**config.mk**
```make
export PLATFORM = sky130hd
export DESIGN_NAME = csi2_pkt_ctrl
export DESIGN_NICKNAME = d
export VERILOG_FILES = /design/src/rtl/csi2_pkt_ctrl.sv
export SDC_FILE = /design/constraint.sdc
export NUM_CORES = 1
export LEC_CHECK = 0
export ABC_AREA = 1
export CELL_PAD_IN_SITES_DETAIL_PLACEMENT = 0
export CELL_PAD_IN_SITES_GLOBAL_PLACEMENT = 1
export CORE_MARGIN = 3
export CORE_UTILIZATION = 42
export CTS_CLUSTER_DIAMETER = 40
export CTS_CLUSTER_SIZE = 20
export DETAILED_ROUTE_END_ITERATION = 12
export PLACE_DENSITY_LB_ADDON = 0.1
export SYNTH_ARGS = -nofsm -noshare
export SYNTH_HDL_FRONTEND = slang
export SYNTH_SLANG_ARGS = --single-unit
```
**constraint.sdc**
```tcl
create_clock -name clk_i -period 4.1 [get_ports clk_i]
set_input_delay 0.82 -clock clk_i [delete_from_list [all_inputs] [get_ports clk_i]]
set_output_delay 0.82 -clock clk_i [all_outputs]
set_load 0.02 [all_outputs]
```
**src/rtl/csi2_pkt_ctrl.sv**
```systemverilog
// CSI-2 packet controller: parses short/long packet headers from the
// lane-merged word stream, emits payload with byte enables, and
// sequences the PHY sync search. All outputs are registered.
//
// Ports:
//   clk_i, rst_i (sync, active-high), enable_i
//   word_i/valid_i            : aligned word stream, lane 0 earliest byte
//   wait_for_sync_o           : re-arm PHY sync search
//   pkt_done_o                : one-cycle pulse at packet end or abort
//   header_valid_o, vc_o, dt_o, wc_o, ecc_o, long_o : decoded header
//   payload_o/_be_o/_valid_o/_last_o                 : payload stream
//   fs_o, fe_o, err_trunc_o, err_wc_o                : status pulses
module csi2_pkt_ctrl #(
  parameter int          DATA_LANES = 2,
  parameter logic [15:0] MAX_WC     = 16'd8192
) (
  input  logic                       clk_i,
  input  logic                       rst_i,
  input  logic                       enable_i,
  input  logic [DATA_LANES-1:0][7:0] word_i,
  input  logic                       valid_i,
  output logic                       wait_for_sync_o,
  output logic                       pkt_done_o,
  output logic                       header_valid_o,
  output logic [1:0]                 vc_o,
  output logic [5:0]                 dt_o,
  output logic [15:0]                wc_o,
  output logic [7:0]                 ecc_o,
  output logic                       long_o,
  output logic [DATA_LANES-1:0][7:0] payload_o,
  output logic [DATA_LANES-1:0]      payload_be_o,
  output logic                       payload_valid_o,
  output logic                       payload_last_o,
  output logic                       fs_o,
  output logic                       fe_o,
  output logic                       err_trunc_o,
  output logic                       err_wc_o
);

  typedef enum logic [2:0] {
    S_IDLE, S_SYNC, S_HEADER, S_DECODE,
    S_PAYLOAD, S_TRUNC, S_DONE
  } state_e;

  localparam logic [2:0]  DL3  = 3'(DATA_LANES);
  localparam logic [16:0] DL17 = 17'(DATA_LANES);

  state_e state_q, state_d;
  logic [2:0]       cnt_q, cnt_d, base;
  logic [3:0][7:0]  hdr_q, hdr_d, hdr_n;
  logic [16:0]      p_q, p_d, r_q, r_d;
  logic [16:0]      pcur, rcur, wc17;
  logic             pay_go;
  logic [5:0]       n_dt;
  logic [15:0]      n_wc;

  logic wait_q, wait_d, done_q, done_d;
  logic hv_q, hv_d, fs_q, fs_d, fe_q, fe_d;
  logic etr_q, etr_d, ewc_q, ewc_d;
  logic lng_q, lng_d, pv_q, pv_d, last_q, last_d;
  logic [1:0]  vc_q, vc_d;
  logic [5:0]  dt_q, dt_d;
  logic [15:0] wc_q, wc_d;
  logic [7:0]  ecc_q, ecc_d;
  logic [DATA_LANES-1:0][7:0] pay_q, pay_d;
  logic [DATA_LANES-1:0]      be_q, be_d;

  always_comb begin
    state_d = state_q;
    cnt_d   = cnt_q;
    hdr_d   = hdr_q;
    p_d     = p_q;
    r_d     = r_q;
    pay_go  = 1'b0;
    pcur    = p_q;
    rcur    = r_q;
    wc17    = {1'b0, wc_q};
    base    = (state_q == S_SYNC) ? 3'd0 : cnt_q;

    // header bytes land at their byte position, earliest lane first
    hdr_n = hdr_q;
    for (int k = 0; k < DATA_LANES; k++) begin
      if ((base + 3'(k)) < 3'd4)
        hdr_n[2'(base + 3'(k))] = word_i[k];
    end
    n_dt = hdr_n[0][5:0];
    n_wc = {hdr_n[2], hdr_n[1]};

    unique case (state_q)
      S_IDLE: begin
        if (enable_i) state_d = S_SYNC;
      end
      S_SYNC, S_HEADER: begin
        if (valid_i) begin
          hdr_d   = hdr_n;
          cnt_d   = base + DL3;
          state_d = ((base + DL3) >= 3'd4) ? S_DECODE
                                           : S_HEADER;
        end else if (state_q == S_HEADER) begin
          state_d = S_TRUNC;
        end
      end
      S_DECODE: begin
        if (!lng_q || wc_q > MAX_WC) begin
          state_d = S_DONE;
        end else begin
          // a word arriving now is already the first payload word
          pcur    = '0;
          rcur    = wc17 + 17'd2;
          p_d     = pcur;
          r_d     = rcur;
          state_d = S_PAYLOAD;
          pay_go  = valid_i;
        end
      end
      S_PAYLOAD: begin
        if (valid_i) pay_go  = 1'b1;
        else         state_d = S_TRUNC;
      end
      S_TRUNC: state_d = S_DONE;
      S_DONE:  state_d = S_SYNC;
      default: state_d = S_IDLE;
    endcase

    if (pay_go) begin
      p_d = pcur + DL17;
      r_d = (rcur > DL17) ? rcur - DL17 : '0;
      if (rcur <= DL17) state_d = S_DONE;
    end

    if (!enable_i) begin
      state_d = S_IDLE;
      cnt_d   = '0;
      hdr_d   = '0;
      p_d     = '0;
      r_d     = '0;
      pay_go  = 1'b0;
    end

    be_d   = '0;
    last_d = 1'b0;
    for (int k = 0; k < DATA_LANES; k++) begin
      be_d[k] = pay_go && ((pcur + 17'(k)) < wc17);
      if (pay_go && (pcur + 17'(k) + 17'd1) == wc17)
        last_d = 1'b1;
    end
    pv_d = |be_d;

    wait_d = (state_d == S_SYNC);
    done_d = (state_d == S_DONE);
    etr_d  = (state_d == S_TRUNC);
    hv_d   = (state_d == S_DECODE);
    fs_d   = hv_d && (n_dt == 6'h00);
    fe_d   = hv_d && (n_dt == 6'h01);
    ewc_d  = hv_d && (n_dt >= 6'h10) && (n_wc > MAX_WC);

    vc_d  = vc_q;
    dt_d  = dt_q;
    wc_d  = wc_q;
    ecc_d = ecc_q;
    lng_d = lng_q;
    if (hv_d) begin
      vc_d  = hdr_n[0][7:6];
      dt_d  = n_dt;
      wc_d  = n_wc;
      ecc_d = hdr_n[3];
      lng_d = (n_dt >= 6'h10);
    end
    pay_d = word_i;
    if (state_d == S_IDLE) begin
      vc_d  = '0;
      dt_d  = '0;
      wc_d  = '0;
      ecc_d = '0;
      lng_d = 1'b0;
      pay_d = '0;
    end
  end

  always_ff @(posedge clk_i) begin
    if (rst_i) begin
      state_q <= S_IDLE;
      cnt_q   <= '0;
      hdr_q   <= '0;
      p_q     <= '0;
      r_q     <= '0;
      wait_q  <= 1'b0;
      done_q  <= 1'b0;
      hv_q    <= 1'b0;
      fs_q    <= 1'b0;
      fe_q    <= 1'b0;
      etr_q   <= 1'b0;
      ewc_q   <= 1'b0;
      lng_q   <= 1'b0;
      pv_q    <= 1'b0;
      last_q  <= 1'b0;
      vc_q    <= '0;
      dt_q    <= '0;
      wc_q    <= '0;
      ecc_q   <= '0;
      pay_q   <= '0;
      be_q    <= '0;
    end else begin
      state_q <= state_d;
      cnt_q   <= cnt_d;
      hdr_q   <= hdr_d;
      p_q     <= p_d;
      r_q     <= r_d;
      wait_q  <= wait_d;
      done_q  <= done_d;
      hv_q    <= hv_d;
      fs_q    <= fs_d;
      fe_q    <= fe_d;
      etr_q   <= etr_d;
      ewc_q   <= ewc_d;
      lng_q   <= lng_d;
      pv_q    <= pv_d;
      last_q  <= last_d;
      vc_q    <= vc_d;
      dt_q    <= dt_d;
      wc_q    <= wc_d;
      ecc_q   <= ecc_d;
      pay_q   <= pay_d;
      be_q    <= be_d;
    end
  end

  assign wait_for_sync_o = wait_q;
  assign pkt_done_o      = done_q;
  assign header_valid_o  = hv_q;
  assign vc_o            = vc_q;
  assign dt_o            = dt_q;
  assign wc_o            = wc_q;
  assign ecc_o           = ecc_q;
  assign long_o          = lng_q;
  assign payload_o       = pay_q;
  assign payload_be_o    = be_q;
  assign payload_valid_o = pv_q;
  assign payload_last_o  = last_q;
  assign fs_o            = fs_q;
  assign fe_o            = fe_q;
  assign err_trunc_o     = etr_q;
  assign err_wc_o        = ewc_q;

endmodule

```
# Word level (Yosys, flattened, before mapping)
# Cells that the tools add are included.
# Widths: inputs -> output; s select.
[word_totals]
ff_bits = 132
input_bits = 20
output_inout_bits = 60
[classes]
n_reduce_logical = 21
eq_ne = 13
bitwise_logic = 1
muxes = 31
n_addsub = 7
order_cmp = 14
[op_table]
columns = ["op", "count"]
rows = [
  ["$mux 17", 7],
  ["$bwmux 32", 2],
  ["$mux 32", 2],
  ["$add 17x1->17 const B", 2],
  ["$eq 17x16->1", 2],
  ["$lt 17x16->1", 2],
  ["$demux 8 s2", 2],
  ["$gt 16x14->1 const B", 2],
  ["$mux 3", 7],
  ["$add 16x2->17 const B", 1],
  ["$add 17x2->17 const B", 1],
  ["$gt 17x2->1 const B", 1],
  ["$le 17x2->1 const B", 1],
  ["$sub 17x2->17 const B", 1],
  ["$mux 8", 2],
  ["$eq 3x3->1 const B", 5],
  ["$pmux 3 s5", 1],
  ["$logic_and 1x1->1", 10],
  ["$reduce_or 2->1", 5],
  ["$eq 3x2->1 const B", 3],
  ["$eq 3x1->1 const B", 2],
  ["$eq 6x1->1 const B", 1],
  ["$ge 6x5->1 const B", 1],
  ["$logic_not 3->1", 2],
  ["14 further kinds", 22],
]

# Depth between registers and ports, before layout
[logic_depth]
word_depth = 13
ltp_mapped = 30
mapped_depth_nobuf = 27

# Worst setup path before layout
# OpenSTA, ideal clock, no wires.
[synth_timing]
path_type = "register -> register"
start = "reg wc_q[7] (netlist: wc_o[7])"
end = "reg pv_q (netlist: payload_valid_o)"
slack_ps = 490
path_stages_with_launch = 27
synth_period_minus_slack_ps = 3610
arrival_ps = 3482
setup_ps = 128
path_cell_list = "dfxtp_1 -> inv_2 -> nand2_1 -> nor2_1 -> nand2_1 -> nand2_2 -> nand3_4 -> buf_8 -> buf_6 -> nand2_1 -> inv_1 -> ha_1 -> inv_1 -> nor2_4 -> nand3_1 -> nand2_1 -> inv_1 -> ha_1 -> nand4_1 -> nor3_1 -> nand2_1 -> o2111ai_1 -> nand2_1 -> a31o_2 -> nand2_1 -> a211o_1 -> o22ai_1"
[synth_via]
elab_chain_cells = 8
word_cells_on_any_way = 13
cone_classes = "add/sub: 1; order compare: 3; mux: 5; reduce/logical: 4"
[synth_rtl]
columns = ["item", "line_no", "text"]
rows = [
  ["start: declaration", "63", "logic [15:0] wc_q, wc_d;"],
  ["start signal: assignment", "221", "wc_q <= wc_d;"],
  ["$gt 16x14->1", "104", "if (!lng_q || wc_q > MAX_WC) begin"],
  ["$logic_or 1x1->1", "104", ""],
  ["$mux 17", "104", ""],
  ["$mux 17", "89", "unique case (state_q)"],
  ["$add 17x1->17", "143", "be_d[k] = pay_go && ((pcur + 17'(k)) < wc17);"],
  ["$lt 17x16->1", "143", ""],
  ["$logic_and 1x1->1", "143", ""],
  ["$reduce_or 2->1 *", "147", "pv_d = |be_d;"],
  ["end signal: assignment", "217", "pv_q <= pv_d;"],
  ["end: declaration", "60", "logic lng_q, lng_d, pv_q, pv_d, last_q, last_d;"],
]
# Mark *: on every way between the ends. The rest lies on a longest branch, timed or not.
# A chain may end at the register's enable or synchronous reset.

# Worst setup path in the final report
# Same ends and word-level chain as after synthesis.

==> impl_metrics.yaml <==
outcome:
  status: "complete, no violations"
die:
  coreArea_um2: 19020
  start_util_pct: 43.43
  ios: 80
  die_w_um: 146.2
  die_y_um: 146.2
  row_count: 50
  die-area_um2: 21380
run:
  drv_cap: 0
sta:
  rsz0062_at_grt: "no"
  finalSetupViolCount: 0
  fin_crit_ns: 3.664
  slew_viol_final: 0
  holdWs_ns: 0.4471
  finalCritPeriodShare_pct: 89.37
  worst_pin_slew_ns: 0.5596
  clock_skew_ns: 0.01132
  relSlewSlack_pct: 62.69
  hold_violations: 0
  tns_ns: 0
  fmax_ghz: 0.2729
clocking:
  clkTransAtPathRegs_ns: 0.07
  tritoncts: "built"
  clock_latency_ns: 0.43
  cts_resized: 0
  cts_sinks: 132
  cts_max_level: 4
  numCtsBuffers: 17
  post_cts_buffers: 0
  ctsHoldBuffers: 0
  cts_buffer_depth: 2
  cts_root_buffer: "clkbuf_16"
logic_synthesis:
  postSynthNetCount: 1294
  synth_area_leaders: "dfxtp_1, nand2_1, inv_1, nor2_1, o21ai_0"
  synth-warning-count: 0
  ys_seq_area_share_pct: 32.00
  synth_area_leader_cell: "dfxtp_1"
  yosysUniqueCellTypes: 51
  syn_avg_cell_area_um2: 6.682
  synth.most_common_cell: "nand2_1"
  synthArstFlopShare_pct: 0
  synth-seq-cells: 132
  syn_inst: 1236
  netlist.area_leader.share_pct: 32.00
  ys.flop_type: "dfxtp_1"
  syn-cell-area_um2: 8259
  synth_common_cells: "nand2_1, inv_1, nor2_1, dfxtp_1, o21ai_0"
  synth_edf_count: 0
critical_path:
  end_kind: "flop"
  r2r-end: "payload_valid_o"
  cp_max_fo: 7
  worstPathRequired_ns: 4.40
  critPathLaunchType: "flop"
  worstSetupPathType: "reg -> reg"
  r2r_cells: 24
  arrival_ns: 3.97
  reg2reg_from: "wc_o[7]"
  reg2reg_slack_ns: 0.44
routing:
  vias_per_cell: 5.112
  wl_per_cell_um: 16.37
  drt-total-wl_um: 26060
  drc: 0
  drtIter0Drc: 500
  final_antenna_net_count: 0
  first_pass_iters: 5
  vias: 8138
worst_hold_path:
  min_path_cells: 2
  hp-class: "reg -> reg"
  worst_hold_path.endpoint: "ecc_o[7]"
  min_from: "ecc_o[7]"
global_routing:
  antenna_found_initial: 0
  grtUsageTotal_pct: 24.46
  grt_overflow: 0
  grt_pass1_wl_um: 41830
  grt_pass1_vias: 7889
  grt_max_degree: 57
placed_design:
  gp_congestion: 0.9263
  dp_hpwl_um: 19920
  io_buffers: 79
finish:
  synthToLayoutAreaGrowth_pct: 19.98
  drive_gt1_share_pct: 10.66
  fin_nets: 1377
  insertedDiodeCount: 0
  fillers: 1948
power_and_ir_drop:
  ir_worst_vdd_mv: 0.2713
  p_leak_nw: 4.432
  powerDensity_nw_per_um2: 309.2
logic make-up after synthesis:
| group | Yosys count | share of synthesized area (%) |
|---|---|---|
| AOI/OAI and AO/OA | 256 | 17.19 |
| xor gates and xnor gates | 17 | 1.803 |
| adders and majority gates | 38 | 5.757 |
| buffers and inverters | 216 | 10.85 |
| DFF | 132 | 32.00 |
| and+or+nand+nor | 577 | 32.40 |
worst max path at each step:
stage	end	from	slack, ns
2_1_floorplan	payload_valid_o	wc_o[7]	0.49
3_3_place_gp	payload_valid_o	wc_o[7]	0.51
3_5_place_dp	payload_valid_o	wc_o[9]	0.41
4_1_cts	payload_valid_o	wc_o[9]	0.40
5_1_grt	payload_valid_o	wc_o[7]	0.004
6_report	payload_valid_o	wc_o[7]	0.44
layer usage:
layer | up-vias | GRT usage [%] | share of wire (%)
met1 | 3689 | 31.65 | 45
met3 | 44 | 4.035 | 3.8
met2 | 188 | 40.45 | 47
li1 | 4217 | - | -
met4 | 0 | 10.44 | 3.8
met5 | - | 0 | 0
critical path, stage by stage, from the launching register on:
cell and delay [ns]:
dfxtp_1 0.47, inv_2 0.14, nand2_1 0.09, nor2_1 0.04
nand2_1 0.06, nand2_2 0.07, nand3_4 0.11, nand2_1 0.11
inv_1 0.16, ha_1 0.23, nand3_1 0.14, nor2_1 0.27
nand2_1 0.13, nand2_1 0.08, nand2_1 0.07, ha_1 0.30
nand4_1 0.12, nor3_1 0.23, nand2_1 0.08, o2111ai_1 0.08
nand2_1 0.09, a31o_2 0.20, nand2_1 0.06, a211o_1 0.14
o22ai_1 0.07
registers in the layout (all words and copies together), names as in the netlist, 2 cells and up:
| signal | cells |
|---|---|
| hdr_q | 32 |
| state_q | 3 |
| payload_be_o | 2 |
| dt_o | 6 |
| cnt_q | 3 |
| wc_o | 16 |
| ecc_o | 8 |
| p_q | 17 |
| vc_o | 2 |
| r_q | 17 |
| payload_o | 16 |
cell usage in the layout (no fill, tap or decap), types with 3 or more instances in the layout:
cell             synthesis  final
o21ai_1                  6      6
xor2_1                  15     15
ha_1                    38     38
nand3_2                 10     10
a21oi_1                 97     97
nand4_1                 30     30
nor2_2                  10     11
inv_2                   13     13
o211ai_1                15     15
dfxtp_1                132    131
nor3_2                   5      5
nor2_1                 135    133
o22ai_1                  9      9
o21a_1                   8      8
inv_8                    0      5
inv_6                    0      5
buf_4                    3     24
nor3_1                  20     20
nand3_1                 64     64
inv_1                  157    157
o21ai_0                 98     98
clkinv_1                 5      5
nand2_2                 10     10
nand2_1                259    259
o21ai_2                  5      5
clkinv_4                 1      3
nor2_4                   6      7
clkdlybuf4s50_1          0     79
or2_2                   13     13
nand3b_1                 4      4
clkbuf_16                0     17
o21bai_1                 4      4
a31oi_1                  4      4
per-stage QoR:
step                      util, %  instances  setup WS [ns]  instance area, um^2  power (mW)
after detailed placement    49.13       1560         0.4146                 9343       1.606
final                       52.11       1592         0.4359                 9910       3.064
after CTS                   52.08       1592         0.3976                 9905       3.096
after global placement      49.13       1560         0.5103                 9343       1.606
after global routing        52.11       1592       0.004122                 9910       3.172
after floorplan                 -       1236         0.4900                 8259       1.494
cell type report:
cell class                      instances  area [um^2]  area share (%)
Multi-Input combinational cell        888         4731           47.74
Sequential cell                       132         2644           26.68
Timing Repair Buffer                  104        982.2           9.912
Inverter                              176        665.6           6.717
Clock buffer                           18        429.2           4.331
Tap cell                              260        325.3           3.283
Clock inverter                         14        132.6           1.338
report_power, final:
part / internal [mW] / switching, mW / leakage [nW]
Combinational: 0.0914 / 0.170 / 3.09
Sequential: 1.30 / 0.0123 / 1.07
Clock: 0.805 / 0.682 / 0.272
Total: 2.20 / 0.864 / 4.43
Note: power is estimated with default switching activity, not from simulation.
